**config.mk**
```make
export PLATFORM = sky130hd
export DESIGN_NAME = my_fifo8x16
export DESIGN_NICKNAME = d
export VERILOG_FILES = /design/src/rtl/my_fifo8x16.sv
export SDC_FILE = /design/constraint.sdc
export NUM_CORES = 1
export LEC_CHECK = 0
export ABC_AREA = 1
export ABC_CLOCK_PERIOD_IN_PS = 6770
export CELL_PAD_IN_SITES_DETAIL_PLACEMENT = 1
export CELL_PAD_IN_SITES_GLOBAL_PLACEMENT = 1
export CORE_MARGIN = 1
export CORE_UTILIZATION = 45
export DETAILED_ROUTE_END_ITERATION = 8
export HOLD_SLACK_MARGIN = 0.1
export PLACE_DENSITY = 0.9
export SETUP_SLACK_MARGIN = 0.15
export SYNTH_ARGS = -nofsm -noshare
export SYNTH_HDL_FRONTEND = slang
export SYNTH_SLANG_ARGS = --single-unit
```
**constraint.sdc**
```tcl
create_clock -name clk -period 6.77 [get_ports clk]
set_clock_uncertainty 0.1 [all_clocks]
set_input_delay 1.6925 -clock clk [delete_from_list [all_inputs] [get_ports clk]]
set_output_delay 1.6925 -clock clk [all_outputs]
set_load 0.02 [all_outputs]
```
**src/rtl/my_fifo8x16.sv**
```systemverilog
// my_fifo8x16: 8-entry x 16-bit synchronous FIFO, valid/ready on both sides, first-word-fall-through read.
// Latency: a word pushed at edge N is on out_data/out_valid after edge N (no in->out bypass).
// Backpressure: in_ready drops only at count==8, out_valid only at count==0; both are decoded from the count register alone.
//
// Ports:
//   clk        single clock, rising-edge
//   rst_n      synchronous active-low reset; clears pointers, count and all storage
//   flush      synchronous clear of pointers/count (storage kept); beats reset-free push/pop
//   in_data    write word,  in_valid / in_ready   producer handshake
//   out_data   word at rd_ptr (combinational), out_valid / out_ready   consumer handshake
//   count      occupancy 0..8

module my_fifo8x16 (
  input  logic        clk,
  input  logic        rst_n,
  input  logic        flush,
  input  logic [15:0] in_data,
  input  logic        in_valid,
  output logic        in_ready,
  output logic [15:0] out_data,
  output logic        out_valid,
  input  logic        out_ready,
  output logic [3:0]  count
);

  logic [2:0]  wr_ptr;
  logic [2:0]  rd_ptr;
  logic [3:0]  occ;
  logic [15:0] storage [8];

  logic push;
  logic pop;

  // Full/empty come only from the occupancy register: wr_ptr == rd_ptr
  // cannot tell full from empty once both pointers have wrapped.
  assign in_ready  = (occ != 4'd8);
  assign out_valid = (occ != 4'd0);
  assign count     = occ;

  assign push = in_valid & in_ready;
  assign pop  = out_valid & out_ready;

  // Pointers and occupancy. Flush discards any handshake in its cycle.
  always_ff @(posedge clk) begin
    if (!rst_n) begin
      wr_ptr <= 3'd0;
      rd_ptr <= 3'd0;
      occ    <= 4'd0;
    end else if (flush) begin
      wr_ptr <= 3'd0;
      rd_ptr <= 3'd0;
      occ    <= 4'd0;
    end else begin
      if (push) wr_ptr <= wr_ptr + 3'd1;  // wraps 7 -> 0 naturally
      if (pop)  rd_ptr <= rd_ptr + 3'd1;
      case ({push, pop})
        2'b10:   occ <= occ + 4'd1;
        2'b01:   occ <= occ - 4'd1;
        default: occ <= occ;
      endcase
    end
  end

  // Storage: cleared by reset so out_data reads 0 afterwards; flush leaves
  // the words in place (they become stale, never valid).
  always_ff @(posedge clk) begin
    if (!rst_n) begin
      for (int i = 0; i < 8; i++) storage[i] <= 16'h0000;
    end else if (!flush && push) begin
      storage[wr_ptr] <= in_data;
    end
  end

  // 8:1 read mux as a three-level 2:1 tree, rd_ptr[0] selecting at the
  // leaves so in0..in7 map to storage[0..7] in pointer order.
  logic [15:0] mux_l1 [4];
  logic [15:0] mux_l2 [2];

  for (genvar g = 0; g < 4; g++) begin : g_mux_l1
    assign mux_l1[g] = rd_ptr[0] ? storage[2*g+1] : storage[2*g];
  end

  for (genvar g = 0; g < 2; g++) begin : g_mux_l2
    assign mux_l2[g] = rd_ptr[1] ? mux_l1[2*g+1] : mux_l1[2*g];
  end

  assign out_data = rd_ptr[2] ? mux_l2[1] : mux_l2[0];

endmodule

```
==> flow_summary.ini <==
[status]
status = completed

[timing]
max_freq_mhz = 213
min_period_over_period_pct = 69.5
setup_viol = 0
max_slew_margin_pct = 30.1
tightest_slew_ns = 1.05
fin_ws_ns = 2.07
drv_slew = 0
finalSetupTns_ns = 0
finalHoldViolations = 0
min_period_ns = 4.70
grt_setup_unrepaired = false

[global_routing]
overflow = 0
grt_pass1_vias = 5371
grt_max_degree = 67
antenna_found_initial = 0
grtUsageTotal_pct = 27.3
grt_first_pass_wirelength_mm = 29.1

[worst_setup_path]
cp.arrival_ns = 2.91
reg2reg_from = wr_ptr[1]$_SDFFE_PP0P_
critPathMaxFanout = 35
startpoint_type = register
cp_top_family = buffers and inverters
startpoint = rd_ptr[1]$_SDFFE_PP0P_
cp-end-kind = primary output
critPathKind = reg2out
crit_top_cell = nand2_1
timing.critical_path.buf_inv = 3
path_cells = buf_4 -> inv_2 -> nor2_1 -> o21ai_0 -> nand2_1 -> nand2_1 -> nand2_1 -> clkdlybuf4s50_1
slowest_stage = clkdlybuf4s50_1
cpPeakStageDelay_ns = 0.61
cp.required_ns = 4.98

[placed_design]
place.detailed.hpwl_mm = 11.6
dp_slack_ns = 2.31
place.gp.congestion = 0.783
io_buffers = 42

[clock_tree]
cts_tree = done
cts_root_buf = clkbuf_16
htreeDepth = 4
ctsHoldBuffers = 0
insertion_delay_ns = 0.42
cts.sinks = 138
path_clk_slew_ns = 0.06
cts_buffers = 17
post-cts-setup-buffers = 0
clk_path_buf_depth = 2
cts_resized = 0

[routing]
drt_iter0_drc = 512
drcViolationCount = 0
wire_per_inst_um = 21.0
antenna_left = 0
finalWirelength_mm = 19.0
dr.pass1.iters = 5
via_count = 5017
vias_per_cell = 5.56

[logic_synthesis]
syn_avg_cell_area_um2 = 9.49
synth.distinct_cells = 29
async_flop_share_pct = 0
synth-warning-count = 0
synth.top_cells.by_count = 259 x nor2_1, 128 x edfxtp_1, 104 x nand2_1, 57 x o21ai_0, 27 x inv_1
ys_seq_area_share_pct = 62.5
synth_area_um2 = 6470
synthFlopType = edfxtp_1
syn_nets = 709
yosysTopAreaCell = edfxtp_1
yosys.area.top_type_share_pct = 59.4
synth_edf_count = 128
synth.most_common_cell = nor2_1
synthCells = 682
yosys-top-cells-area = edfxtp_1 59%, nor2_1 15%, nand2_1 6.0%
ys_ff_latch = 138

[die]
die_h_um = 122
die_w_um = 122
ios = 43
core_area_um2 = 13900
die_area_um2 = 14900
rows = 43
start_util_pct = 46.4

[final_layout]
nNetsFinal = 739
ff_latch_area_um2 = 4050
multi_input_area_um2 = 2100
fill_cells = 1567
n_antenna_cell = 0
drive_above_1_share_pct = 6.79
area_delta_synth_final_pct = 15.0

[job]
drv_cap = 0

[power]
peakVddDrop_mv = 0.167
p_leak_uw = 0.00314
pwr_density_cell_nw_per_um2 = 278

[min_path]
hold_path_class = reg2reg
worstHoldStart = wr_ptr[0]$_SDFFE_PP0P_
final timing paths:
path | end | slack, ns | cells after the start
min | wr_ptr[0]$_SDFFE_PP0P_ | 0.45 | 2
max reg2reg | storage[2][9]$_SDFFCE_PN0P_ | 4.28 | 4
max | out_data[1] | 2.07 | 8
min reg2reg | wr_ptr[0]$_SDFFE_PP0P_ | 0.45 | 2
stage by stage:
stage | cell area, um2 | util [%] | power (uW) | cells | hold slack [ns]
after detailed placement | 6940 | 49.8 | 1260 | 873 | 0.432
after global placement | 6940 | 49.8 | 1240 | 873 | 0.384
after floorplan | 6470 | - | 1150 | 682 | 0.363
after global routing | 7440 | 53.4 | 2120 | 902 | 0.476
final | 7440 | 53.4 | 2070 | 902 | 0.454
after CTS | 7440 | 53.4 | 2070 | 902 | 0.440
per-layer routing:
| metal | GRT usage [%] | routed length (um) | share of wire [%] | vias up |
|---|---|---|---|---|
| met3 | 6.98 | 1050 | 5.6 | 41 |
| li1 | - | - | - | 2282 |
| met5 | 0 | 0 | 0 | - |
| met2 | 47.9 | 9920 | 52 | 179 |
| met4 | 11.0 | 429 | 2.3 | 0 |
| met1 | 31.7 | 7560 | 40 | 2515 |
sequential cells by signal, summed over array words and instances, names as in the netlist:
register and flops:
count 4, rd_ptr 3, storage 128, wr_ptr 3
cells by family after synthesis:
family	synth area share, %
simple gates	25.0
flops	62.5
xor+xnor	0.271
compound gates	5.96
fa+ha+maj	1.28
buf+inv	5.03
layout make-up:
cell class / instances / area share, %
Tap cell: 180 / 3.03
Clock buffer: 21 / 5.92
Multi-Input combinational cell: 475 / 28.2
Sequential cell: 138 / 54.4
Timing Repair Buffer: 44 / 5.85
Inverter: 36 / 1.85
Clock inverter: 8 / 0.757
power by group:
group | internal (uW) | total, uW | switching, uW
sequential | 965 | 980 | 14.7
clock | 489 | 821 | 333
combinational | 86.6 | 264 | 178
cells in the final DEF, fill, tap and decap left out, drive strengths merged:
master	Yosys	layout
xor2	1	1
inv	35	35
clkdlybuf4s50	0	42
nand3	8	8
ha	5	5
or2	1	1
clkinv	1	8
clkbuf	14	21
buf	19	2
fa	1	1
nor3	4	4
a21oi	8	8
o21ai	69	69
dfxtp	10	10
edfxtp	128	128
bufinv	0	1
nor2	264	264
xnor2	1	1
nand2	113	113
worst min-delay path: cells and delay by family (launching register included):
| kind | cells | cell delay (ns) |
|---|---|---|
| DFF | 1 | 0.33 |
| and+or+nand+nor | 1 | 0.09 |
| AOI/OAI and AO/OA | 1 | 0.08 |
(Power assumes the default switching activity.)
